### config.mk
export PLATFORM = sky130hd
export DESIGN_NAME = fwd_pipe_unit_flat
export DESIGN_NICKNAME = d
export VERILOG_FILES = /design/src/rtl/fwd_pipe_if.sv /design/src/rtl/fwd_pipe_unit.sv /design/src/flat_wrapper.sv
export SDC_FILE = /design/constraint.sdc
export NUM_CORES = 1
export LEC_CHECK = 0
export ABC_AREA = 1
export BUFFER_PORTS_ARGS = -buffer_cell sky130_fd_sc_hd__buf_2
export CAP_MARGIN = 5
export CORE_MARGIN = 3
export CORE_UTILIZATION = 48
export CTS_BUF_LIST = sky130_fd_sc_hd__clkbuf_2
export CTS_CLUSTER_SIZE = 25
export DETAILED_ROUTE_END_ITERATION = 8
export GPL_TIMING_DRIVEN = 0
export PLACE_DENSITY = 0.82
export SYNTH_ARGS = -nofsm -noshare
export SYNTH_HDL_FRONTEND = slang
export SYNTH_SLANG_ARGS = --single-unit
export TNS_END_PERCENT = 30
### constraint.sdc
create_clock -name clk_i -period 1.35 [get_ports clk_i]
set_input_delay 0.0675 -clock clk_i [delete_from_list [all_inputs] [get_ports clk_i]]
set_output_delay 0.0675 -clock clk_i [all_outputs]
set_load 0.02 [all_outputs]
### src/rtl/fwd_pipe_if.sv
// Bus between the EX-stage datapath and the EX/MEM, MEM/WB pipeline/forwarding unit.
interface fwd_pipe_if #(
  parameter int unsigned DATA_W = 32,
  parameter int unsigned REG_W  = 5
);
  logic              stall_i;
  logic              flush_i;
  logic              ex_regwrite_i;
  logic              ex_memread_i;
  logic [REG_W-1:0]  ex_rd_i;
  logic [DATA_W-1:0] ex_result_i;
  logic [DATA_W-1:0] mem_rdata_i;
  logic [REG_W-1:0]  id_rs_i;
  logic [REG_W-1:0]  id_rt_i;

  logic [DATA_W-1:0] exmem_data_o;
  logic [REG_W-1:0]  exmem_rd_o;
  logic              exmem_regwrite_o;
  logic              exmem_memread_o;
  logic [DATA_W-1:0] wb_data_o;
  logic [REG_W-1:0]  wb_rd_o;
  logic              wb_regwrite_o;
  logic [1:0]        fwd_a_sel_o;
  logic [1:0]        fwd_b_sel_o;
  logic              load_use_o;

  // Datapath side: drives EX-stage info, consumes pipeline state and selects.
  modport master (
    output stall_i, flush_i, ex_regwrite_i, ex_memread_i, ex_rd_i, ex_result_i,
           mem_rdata_i, id_rs_i, id_rt_i,
    input  exmem_data_o, exmem_rd_o, exmem_regwrite_o, exmem_memread_o,
           wb_data_o, wb_rd_o, wb_regwrite_o, fwd_a_sel_o, fwd_b_sel_o, load_use_o
  );

  // Pipeline/forwarding unit side.
  modport slave (
    input  stall_i, flush_i, ex_regwrite_i, ex_memread_i, ex_rd_i, ex_result_i,
           mem_rdata_i, id_rs_i, id_rt_i,
    output exmem_data_o, exmem_rd_o, exmem_regwrite_o, exmem_memread_o,
           wb_data_o, wb_rd_o, wb_regwrite_o, fwd_a_sel_o, fwd_b_sel_o, load_use_o
  );
endinterface

### src/rtl/fwd_pipe_unit.sv
// EX/MEM and MEM/WB pipeline registers with EX-stage forwarding selects
// and load-use hazard detection.
module fwd_pipe_unit #(
  parameter int unsigned DATA_W = 32,
  parameter int unsigned REG_W  = 5
) (
  input  logic           clk_i,
  input  logic           rst_i,
  fwd_pipe_if.slave      bus
);

  localparam logic [1:0] SEL_RF    = 2'b00;
  localparam logic [1:0] SEL_MEMWB = 2'b01;
  localparam logic [1:0] SEL_EXMEM = 2'b10;

  logic              exmem_regwrite_q;
  logic              exmem_memread_q;
  logic [REG_W-1:0]  exmem_rd_q;
  logic [DATA_W-1:0] exmem_data_q;
  logic              wb_regwrite_q;
  logic [REG_W-1:0]  wb_rd_q;
  logic [DATA_W-1:0] wb_data_q;

  // Pipeline registers: stall holds both, flush bubbles EX/MEM only.
  always_ff @(posedge clk_i or negedge rst_i) begin
    if (!rst_i) begin
      exmem_regwrite_q <= 1'b0;
      exmem_memread_q  <= 1'b0;
      exmem_rd_q       <= '0;
      exmem_data_q     <= '0;
      wb_regwrite_q    <= 1'b0;
      wb_rd_q          <= '0;
      wb_data_q        <= '0;
    end else if (!bus.stall_i) begin
      wb_regwrite_q <= exmem_regwrite_q;
      wb_rd_q       <= exmem_rd_q;
      wb_data_q     <= exmem_memread_q ? bus.mem_rdata_i : exmem_data_q;
      if (bus.flush_i) begin
        exmem_regwrite_q <= 1'b0;
        exmem_memread_q  <= 1'b0;
        exmem_rd_q       <= '0;
        exmem_data_q     <= '0;
      end else begin
        exmem_regwrite_q <= bus.ex_regwrite_i;
        exmem_memread_q  <= bus.ex_memread_i;
        exmem_rd_q       <= bus.ex_rd_i;
        exmem_data_q     <= bus.ex_result_i;
      end
    end
  end

  logic exmem_wr_valid;
  logic wb_wr_valid;
  logic [1:0] fwd_a_sel;
  logic [1:0] fwd_b_sel;
  logic       load_use;

  // A load in EX/MEM has no data yet, so it can never be the forwarding source.
  assign exmem_wr_valid = exmem_regwrite_q && (exmem_rd_q != '0) && !exmem_memread_q;
  assign wb_wr_valid    = wb_regwrite_q && (wb_rd_q != '0);

  always_comb begin
    fwd_a_sel = SEL_RF;
    fwd_b_sel = SEL_RF;
    load_use  = 1'b0;

    if (exmem_wr_valid && (exmem_rd_q == bus.id_rs_i)) begin
      fwd_a_sel = SEL_EXMEM;
    end else if (wb_wr_valid && (wb_rd_q == bus.id_rs_i)) begin
      fwd_a_sel = SEL_MEMWB;
    end

    if (exmem_wr_valid && (exmem_rd_q == bus.id_rt_i)) begin
      fwd_b_sel = SEL_EXMEM;
    end else if (wb_wr_valid && (wb_rd_q == bus.id_rt_i)) begin
      fwd_b_sel = SEL_MEMWB;
    end

    if (exmem_regwrite_q && exmem_memread_q && (exmem_rd_q != '0) &&
        ((exmem_rd_q == bus.id_rs_i) || (exmem_rd_q == bus.id_rt_i))) begin
      load_use = 1'b1;
    end
  end

  assign bus.exmem_data_o     = exmem_data_q;
  assign bus.exmem_rd_o       = exmem_rd_q;
  assign bus.exmem_regwrite_o = exmem_regwrite_q;
  assign bus.exmem_memread_o  = exmem_memread_q;
  assign bus.wb_data_o        = wb_data_q;
  assign bus.wb_rd_o          = wb_rd_q;
  assign bus.wb_regwrite_o    = wb_regwrite_q;
  assign bus.fwd_a_sel_o      = fwd_a_sel;
  assign bus.fwd_b_sel_o      = fwd_b_sel;
  assign bus.load_use_o       = load_use;

endmodule

### src/flat_wrapper.sv
// flat-port wrapper written by rule: the top's interface ports become plain ports
module fwd_pipe_unit_flat 
#(
  parameter int unsigned DATA_W = 32,
  parameter int unsigned REG_W  = 5
)
  (clk_i, rst_i, bus_stall_i, bus_flush_i, bus_ex_regwrite_i, bus_ex_memread_i, bus_ex_rd_i, bus_ex_result_i, bus_mem_rdata_i, bus_id_rs_i, bus_id_rt_i, bus_exmem_data_o, bus_exmem_rd_o, bus_exmem_regwrite_o, bus_exmem_memread_o, bus_wb_data_o, bus_wb_rd_o, bus_wb_regwrite_o, bus_fwd_a_sel_o, bus_fwd_b_sel_o, bus_load_use_o);
  fwd_pipe_if #(.DATA_W(DATA_W), .REG_W(REG_W)) bus_i ();
  input  logic clk_i;
  input  logic rst_i;
  input wire logic [$bits(bus_i.stall_i)-1:0] bus_stall_i;
  input wire logic [$bits(bus_i.flush_i)-1:0] bus_flush_i;
  input wire logic [$bits(bus_i.ex_regwrite_i)-1:0] bus_ex_regwrite_i;
  input wire logic [$bits(bus_i.ex_memread_i)-1:0] bus_ex_memread_i;
  input wire logic [$bits(bus_i.ex_rd_i)-1:0] bus_ex_rd_i;
  input wire logic [$bits(bus_i.ex_result_i)-1:0] bus_ex_result_i;
  input wire logic [$bits(bus_i.mem_rdata_i)-1:0] bus_mem_rdata_i;
  input wire logic [$bits(bus_i.id_rs_i)-1:0] bus_id_rs_i;
  input wire logic [$bits(bus_i.id_rt_i)-1:0] bus_id_rt_i;
  output wire logic [$bits(bus_i.exmem_data_o)-1:0] bus_exmem_data_o;
  output wire logic [$bits(bus_i.exmem_rd_o)-1:0] bus_exmem_rd_o;
  output wire logic [$bits(bus_i.exmem_regwrite_o)-1:0] bus_exmem_regwrite_o;
  output wire logic [$bits(bus_i.exmem_memread_o)-1:0] bus_exmem_memread_o;
  output wire logic [$bits(bus_i.wb_data_o)-1:0] bus_wb_data_o;
  output wire logic [$bits(bus_i.wb_rd_o)-1:0] bus_wb_rd_o;
  output wire logic [$bits(bus_i.wb_regwrite_o)-1:0] bus_wb_regwrite_o;
  output wire logic [$bits(bus_i.fwd_a_sel_o)-1:0] bus_fwd_a_sel_o;
  output wire logic [$bits(bus_i.fwd_b_sel_o)-1:0] bus_fwd_b_sel_o;
  output wire logic [$bits(bus_i.load_use_o)-1:0] bus_load_use_o;
  assign bus_i.stall_i = bus_stall_i;
  assign bus_i.flush_i = bus_flush_i;
  assign bus_i.ex_regwrite_i = bus_ex_regwrite_i;
  assign bus_i.ex_memread_i = bus_ex_memread_i;
  assign bus_i.ex_rd_i = bus_ex_rd_i;
  assign bus_i.ex_result_i = bus_ex_result_i;
  assign bus_i.mem_rdata_i = bus_mem_rdata_i;
  assign bus_i.id_rs_i = bus_id_rs_i;
  assign bus_i.id_rt_i = bus_id_rt_i;
  assign bus_exmem_data_o = bus_i.exmem_data_o;
  assign bus_exmem_rd_o = bus_i.exmem_rd_o;
  assign bus_exmem_regwrite_o = bus_i.exmem_regwrite_o;
  assign bus_exmem_memread_o = bus_i.exmem_memread_o;
  assign bus_wb_data_o = bus_i.wb_data_o;
  assign bus_wb_rd_o = bus_i.wb_rd_o;
  assign bus_wb_regwrite_o = bus_i.wb_regwrite_o;
  assign bus_fwd_a_sel_o = bus_i.fwd_a_sel_o;
  assign bus_fwd_b_sel_o = bus_i.fwd_b_sel_o;
  assign bus_load_use_o = bus_i.load_use_o;
  fwd_pipe_unit #(.DATA_W(DATA_W), .REG_W(REG_W)) u_core (.clk_i(clk_i), .rst_i(rst_i), .bus(bus_i));
endmodule
Yosys cells after proc, flatten, opt, wreduce, memory -nomap -nowiden. Cells that the tools add are included.

Eq/ne operators: 4. Muxes and demuxes: 10. Reductions and logical operators: 14.

Operators with widths (count): $mux W32 (2); $eq A5 B5 Y1 (4); $logic_and A1 B1 Y1 (10); $reduce_bool A5 Y1 (2); $mux W1 (5); $mux W5 (1); $mux W2 (2); $logic_not A1 Y1 (1); $logic_or A1 B1 Y1 (1).

Flip-flop bits (word level): 77. Input port bits: 85. Output and inout port bits: 82. Word-level logic and storage cells: 35.

Depth between registers and ports, before layout. Gate-level depths: netlist (run 1).

Depth after elaboration: 5. Gate-level depth with buffers: 8. Depth with buffers taken out: 8.

Worst setup path before layout (run 1). Ideal clock, no wire load.

Path type: register to output. From: register u_core.exmem_rd_q[2], in the netlist u_core.bus.exmem_rd_o[2]. To: output port bus_fwd_b_sel_o[0]. Arrival: 1.370 ns. Data required time: 1.283 ns. Slack: -0.088 ns. Cell stages (with the launch flop): 8. Path buffers: 0. Path through: dfrtp_1 > inv_1 > nand2_1 > nand2_1 > nor2_1 > nand3_1 > nor2_1 > nor2_1.

Longest elaborated chain between the ends: 5. Elaborated cells on any way between the ends: 6. Classes of those cells: 1 x eq/ne; 1 x mux; 4 x reduce/logical.

Ends and longest elaborated chain: from (decl) (line fwd_pipe_unit.sv:18) `logic [REG_W-1:0] exmem_rd_q;`; from (signal assigned) (line fwd_pipe_unit.sv:46) `exmem_rd_q <= bus.ex_rd_i;`; $reduce_bool A5 Y1 (line fwd_pipe_unit.sv:59) `assign exmem_wr_valid = exmem_regwrite_q && (exmem_rd_q != '0) && !exmem_memread_q;`; $logic_and A1 B1 Y1 (2 in a row) (line fwd_pipe_unit.sv:59); $logic_and A1 B1 Y1 * (line fwd_pipe_unit.sv:73) `if (exmem_wr_valid && (exmem_rd_q == bus.id_rt_i)) begin`; $mux W2 * (line fwd_pipe_unit.sv:73); to (decl) (line flat_wrapper.sv:28) `output wire logic [$bits(bus_i.fwd_b_sel_o)-1:0] bus_fwd_b_sel_o;`.

Mark *: on every way between the ends. The rest lies on a longest branch, timed or not.

Worst setup path after layout (run 1).
From: register u_core.exmem_rd_q[0], in the netlist u_core.bus.exmem_rd_o[0]. To: output port bus_load_use_o.

Longest elaborated chain between the ends: 4. Elaborated cells on any way between the ends: 7. Classes of those cells: 2 x eq/ne; 1 x mux; 4 x reduce/logical.

Ends and longest elaborated chain: $eq A5 B5 Y1 or $reduce_bool A5 Y1 (tied branches) (line fwd_pipe_unit.sv:80, fwd_pipe_unit.sv:79); $logic_or A1 B1 Y1 or $logic_and A1 B1 Y1 (tied branches) (line fwd_pipe_unit.sv:80, fwd_pipe_unit.sv:79); $logic_and A1 B1 Y1 * (line fwd_pipe_unit.sv:79) `if (exmem_regwrite_q && exmem_memread_q && (exmem_rd_q != '0) &&`; $mux W1 * (line fwd_pipe_unit.sv:79); to (decl) (line flat_wrapper.sv:29) `output wire logic [$bits(bus_i.load_use_o)-1:0] bus_load_use_o;`.

Marks and branches as above.

==> results of run 1 <==
[worst max path at each step]
stage	end
global route	bus_fwd_b_sel_o[0]
detailed placement	bus_load_use_o
floorplan	bus_fwd_a_sel_o[0]
CTS	bus_load_use_o
finish	bus_load_use_o
global placement	u_core.bus.wb_rd_o[1]$_DFFE_PN0N_
[synth_stat cells]
library cell / n / area share
nand4_1: 1 / 0.0017
inv_1: 18 / 0.019
buf_4: 6 / 0.013
a21oi_1: 66 / 0.092
nor2_1: 46 / 0.048
dfrtp_1: 77 / 0.54
inv_2: 6 / 0.0063
buf_6: 2 / 0.0063
xor2_1: 1 / 0.0024
o21ai_0: 16 / 0.022
buf_2: 17 / 0.024
clkbuf_1: 3 / 0.0031
nand3_1: 46 / 0.064
nand2_1: 140 / 0.15
xnor2_1: 5 / 0.012
[cell families after synthesis]
group,share of synthesized area
compound gates,0.115
xor+xnor,0.0147
buf+inv,0.0710
flops,0.538
simple gates,0.261
[final cells by class]
class | count | share of cell area
antenna | 1 | 0.000459
buffer | 28 | 0.0305
clock buffer | 11 | 0.0101
clock inverter | 5 | 0.0181
inverter | 24 | 0.0170
multi-input combinational | 321 | 0.259
sequential | 77 | 0.354
tap | 96 | 0.0220
timing repair buffer | 238 | 0.289
[power groups by stage]
stage / clock network (uW) / logic [uW] / registers, uW
after floorplan: 0 / 486 / 3010
after global placement: 0 / 1310 / 2740
after detailed placement: 0 / 1340 / 2750
after CTS: 1610 / 1510 / 2710
after global routing: 1700 / 1670 / 2750
final: 1590 / 1540 / 2720
[timing repair]
| item | 4_1_cts | 5_1_grt |
|---|---|---|
| hold endpoints to repair | 148 | 0 |
| resized for setup | 7 | 5 |
| hold buffers | 72 | 0 |
| endpoints found under the setup margin | 5 | 6 |
[through the flow]
step | utilization | hold WS [ns] | TNS (ns) | setup WS, ns
2_1_floorplan | - | -0.228 | -0.0774 | -0.0774
3_3_place_gp | 0.645 | 0.293 | -22.46 | -0.296
3_5_place_dp | 0.648 | 0.0581 | 0 | 0.0724
4_1_cts | 0.775 | 0.00181 | -2.18 | -0.467
5_1_grt | 0.776 | 0.0185 | -2.85 | -0.620
6_report | 0.777 | 0.0379 | -2.01 | -0.455
[worst max-delay path, stage by stage (launching register included)]
cell and delay [ns]:
dfrtp_1 0.48, inv_2 0.08, nand2_1 0.06, nand2_1 0.05, nor2_1 0.11, nand3_1 0.11, a21oi_1 0.18, buf_4 0.17
[metal layers]
layer  global-route usage  wire length, um  up-vias
met5                    0                0        -
met4                0.129              369        0
met3               0.0682             1100       37
met2                0.486             6120      257
met1                0.371             4770     1909
li1                     -                -     1940
[registers in the layout, summed over array words and instances, names as in the netlist]
signal / cells
u_core.bus.exmem_data_o: 32
u_core.bus.exmem_memread_o: 1
u_core.bus.wb_rd_o: 5
u_core.bus.exmem_rd_o: 5
u_core.bus.wb_regwrite_o: 1
u_core.bus.wb_data_o: 32
u_core.bus.exmem_regwrite_o: 1
==> flow_metrics.py, run 1 <==
metrics = {
    "final_layout": {
        "layout_common_cells": "177 x buf_2, 140 x nand2_1, 74 x dfrtp_1",
        "design_area_um2": 5450,
        "synthToLayoutAreaGrowth_pct": 52.4,
        "fin_nets": 784,
        "multi_input_area_um2": 1410,
        "seq_area_um2": 1930,
        "drive_gt1_frac": 0.313,
        "final_cells": 801,
        "final_common_cell": "buf_2",
        "fillCellCount": 508,
    },
    "setup_path": {
        "r2r_slack_ns": 0.14,
        "path_class": "reg2out",
        "cp-end-kind": "output port",
        "cp-start-kind": "flop",
        "critPathMaxFanout": 5,
        "r2r_cells": 5,
        "r2r_end": "u_core.bus.wb_data_o[22]$_DFFE_PN0N_",
        "critPathRequiredTime_ns": 1.28,
        "r2r-start": "u_core.bus.exmem_memread_o$_DFFE_PN0N_",
        "critPathArrivalTime_ns": 1.74,
        "crit_start": "u_core.bus.exmem_rd_o[0]$_DFFE_PN0N_",
    },
    "placement": {
        "dpl.cell_count": 712,
        "placed_area_um2": 4550,
        "portBuffers": 165,
        "gp_congestion": 0.852,
        "hpwl_mm": 8.01,
    },
    "global_routing": {
        "grt_max_degree": 43,
        "grt_usage": 0.295,
        "grt_pass1_wl_mm": 19.8,
        "gr-total-overflow": 0,
        "antenna_found_initial": 0,
        "grt_pass1_vias": 4050,
    },
    "clocking": {
        "clock_path_buffers": 2,
        "cts.htree.levels": 3,
        "cts_root_buffer": "clkbuf_2",
        "cts_made_buffers": 9,
        "clk_pin_slew_ns": 0.21,
        "cts_setup_buffers": 0,
        "cts.sinks": 77,
        "cts_tree": "yes",
        "clk_latency_ns": 0.49,
    },
    "status": {
        "violations": "DRC, setup timing",
        "status": "finished, violations left",
    },
    "timing": {
        "final-max-slew-violation-count": 0,
        "setup_ws_ns": -0.455,
        "maxSlewHeadroom": 0.686,
        "fin_crit_sh": 1.34,
        "finalSetupViolations": 5,
        "min_period_ns": 1.81,
        "rsz0062_at_grt": "true",
        "tightest_slew_ns": 0.472,
        "fin_worst_skew_ns": 0.0242,
        "final-hold-violation-count": 0,
        "fmax_mhz": 554,
    },
    "die": {
        "rows": 30,
        "core-area_um2": 7020,
        "initial_core_util": 0.510,
        "dieArea_um2": 8530,
        "die_x_um": 92.3,
        "die_h_um": 92.3,
        "pin_count": 167,
    },
    "synth": {
        "ys_warn_count": 0,
        "synth_cell_types": 15,
        "syn_nets": 535,
        "syn_avg_cell_area_um2": 7.95,
        "syn_inst": 450,
        "synth_seq_cells": 77,
        "seq_area_frac_synth": 0.538,
        "netlist_area_um2": 3580,
    },
    "power_and_ir_drop": {
        "p_seq_frac": 0.465,
        "vdd_ir_drop_max_uv": 632,
        "power_leakage_uw": 0.00295,
        "p_comb_frac": 0.264,
        "p_sw_frac": 0.323,
        "p_int_uw": 3960,
        "clkPwrFrac": 0.272,
        "finalPower_uw": 5850,
        "power_density_nw_per_um2": 1070,
        "power.switching_uw": 1890,
    },
    "route": {
        "drc": 2,
        "dr_total_vias": 4143,
        "first_pass_iters": 6,
        "drt-total-wl_mm": 12.4,
        "wl_per_cell_um": 15.4,
        "drt_iter0_markers": 243,
        "via_per_inst": 5.17,
        "antenna_left": 0,
    },
    "min_path": {
        "min_path_type": "in2async",
    },
    "job": {
        "maxCapViolations": 0,
    },
}
Note: power is estimated with default switching activity, not from simulation.
==> run 2: changes to the inputs <==
CELL_PAD_IN_SITES_DETAIL_PLACEMENT = 0   (was unset)
CELL_PAD_IN_SITES_GLOBAL_PLACEMENT = 2   (was unset)
CORE_UTILIZATION = 26   (was 48)
PLACE_DENSITY = 0.83   (was 0.82)
==> run 2 against run 1 <==
Effect of this change: the flow finishes with violations (setup timing); flip-flop and latch count unchanged; non-clock buffer count is 8 higher; largest cell class unchanged; routed wire length rose by 4.6%; global-route usage decreased by 12 points; critical path depth rose by 1; final cell count rose by 11%; core utilization shrank 35 points; combinational power rose by 3%.
==> flow_metrics.py, run 2 (synthesis results as in run 1) <==
metrics = {
    "clocking": {
        "clk_pin_slew_ns": 0.21,
        "cts_tree": "yes",
        "clk_latency_ns": 0.54,
        "clock_path_buffers": 2,
        "cts_root_buffer": "clkbuf_2",
        "cts_made_buffers": 9,
        "cts.htree.levels": 3,
        "cts.sinks": 77,
    },
    "setup_path": {
        "cp-end-kind": "output port",
        "crit_start": "u_core.bus.exmem_rd_o[0]$_DFFE_PN0N_",
        "critPathArrivalTime_ns": 1.73,
        "cpPeakStageDelay_ns": 0.47,
        "path_class": "reg2out",
        "critPathMostFrequentCell": "nand2_1",
        "crit_chain": "inv_2, nand2_1, nand2_1, nor2_4, nand3_2, nor2_2, nor2_1, buf_4",
        "critPathRequiredTime_ns": 1.28,
        "critPathMaxFanout": 5,
        "r2r_slack_ns": 0.15,
        "r2r-start": "u_core.bus.exmem_memread_o$_DFFE_PN0N_",
        "r2r_cells": 5,
        "cp-start-kind": "flop",
        "worst_path_max_delay_cell": "dfrtp_1",
        "critPathCapture": "bus_fwd_b_sel_o[0]",
        "r2r_end": "u_core.bus.wb_data_o[17]$_DFFE_PN0N_",
    },
    "die": {
        "rows": 42,
        "core-area_um2": 13300,
        "pin_count": 167,
        "die_x_um": 123,
        "die_h_um": 123,
        "initial_core_util": 0.268,
        "dieArea_um2": 15200,
    },
    "timing": {
        "hold_ws_ns": 0.0612,
        "fmax_mhz": 555,
        "tightest_slew_ns": 0.574,
        "rsz0062_at_grt": "true",
        "finalSetupViolations": 5,
        "final-hold-violation-count": 0,
        "setup-tns-final_ns": -2.12,
        "min_period_ns": 1.80,
        "fin_worst_skew_ns": 0.0323,
        "final-max-slew-violation-count": 0,
        "fin_crit_sh": 1.33,
        "maxSlewHeadroom": 0.617,
        "setup_ws_ns": -0.452,
    },
    "global_routing": {
        "antenna_found_initial": 0,
        "grt_pass1_wl_mm": 20.3,
        "grt_max_degree": 51,
        "grt_pass1_vias": 4037,
        "grt_usage": 0.173,
        "gr-total-overflow": 0,
    },
    "min_path": {
        "min_path_type": "in2reg",
    },
    "final_layout": {
        "layout_common_cells": "172 x buf_2, 136 x nand2_1, 77 x dlygate4sd3_1",
        "fin_nets": 792,
        "drive_gt1_frac": 0.336,
        "synthToLayoutAreaGrowth_pct": 58.4,
        "fillCellCount": 1380,
        "final_common_cell": "buf_2",
        "antenna_cells": 0,
        "design_area_um2": 5670,
    },
    "route": {
        "wl_per_cell_um": 14.6,
        "first_pass_iters": 4,
        "antenna_left": 0,
        "drc": 0,
        "drt-total-wl_mm": 12.9,
        "dr_total_vias": 4010,
        "via_per_inst": 4.52,
        "drt_iter0_markers": 156,
    },
    "placement": {
        "portBuffers": 165,
        "placed_area_um2": 4660,
        "hpwl_mm": 9.23,
        "preCtsSetupSlack_ns": 0.0160,
        "gp_congestion": 0.760,
    },
    "power_and_ir_drop": {
        "vdd_ir_drop_max_uv": 368,
        "power_leakage_uw": 0.00297,
        "power_density_nw_per_um2": 975,
    },
    "status": {
        "violations": "setup timing",
        "status": "finished, violations left",
    },
    "job": {
        "maxCapViolations": 0,
    },
}
run 2: cell types whose count changed in the layout (fill, tap and decap cells not counted), moves of 3 or more:
cell,before,now
nand2_2,0,4
nor2_4,0,3
dfrtp_2,3,6
dlygate4sd3_1,72,77
dfrtp_1,74,71
nor2_1,43,38
nand2_1,140,136
buf_2,177,172
buf_4,11,17
run 2: metal layers:
metal  global-route usage  wire length (um)
met2                0.294              6240
met4               0.0519               195
met5                    0                 0
met3               0.0425               866
met1                0.218              5620
run 2: critical path: cells and delay by family (launching register included):
family                 cells  cell delay (ns)
buffers and inverters      2             0.22
DFF                        1             0.47
and+or+nand+nor            6             0.54
run 2: through the flow:
step / utilization / power (uW) / std cells
after floorplan: - / 3500 / 450
after global placement: 0.347 / 4100 / 791
after detailed placement: 0.349 / 4130 / 792
after CTS: 0.419 / 5560 / 885
after global routing: 0.425 / 5900 / 887
final: 0.425 / 5530 / 887
run 2: where the power goes:
part           total, uW  switching, uW  internal, uW
combinational       1590            937           658
clock               1220            803           415
sequential          2710            175          2540
total               5530           1920          3610
run 2: layout make-up:
type                            count  area, um^2  share of cell area
Buffer                             28         171              0.0302
Clock buffer                       10        50.0             0.00883
Clock inverter                      5        52.6             0.00927
Inverter                           24        92.6              0.0163
Multi-Input combinational cell    321        1480               0.260
Sequential cell                    77        1930               0.341
Tap cell                          176         220              0.0388
Timing Repair Buffer              246        1670               0.295
run 2: worst min-delay path by stage:
stage	to	start	cells past startpoint
2_1_floorplan	u_core.bus.exmem_data_o[0]$_DFFE_PN0N_	rst_i	0
3_3_place_gp	u_core.bus.exmem_data_o[27]$_DFFE_PN0N_	bus_ex_result_i[27]	3
3_5_place_dp	u_core.bus.exmem_data_o[12]$_DFFE_PN0N_	rst_i	1
4_1_cts	u_core.bus.exmem_regwrite_o$_DFFE_PN0N_	bus_flush_i	5
5_1_grt	u_core.bus.exmem_rd_o[1]$_DFFE_PN0N_	bus_flush_i	5
6_report	u_core.bus.exmem_rd_o[1]$_DFFE_PN0N_	bus_flush_i	5
run 2: what timing repair did:
action / CTS / global route
hold endpoints to repair: 148 / 0
hold buffers: 77 / 0
setup buffers: 1 / 2
resized for setup: 19 / 21
endpoints found under the setup margin: 7 / 13
pin swaps: 6 / 11
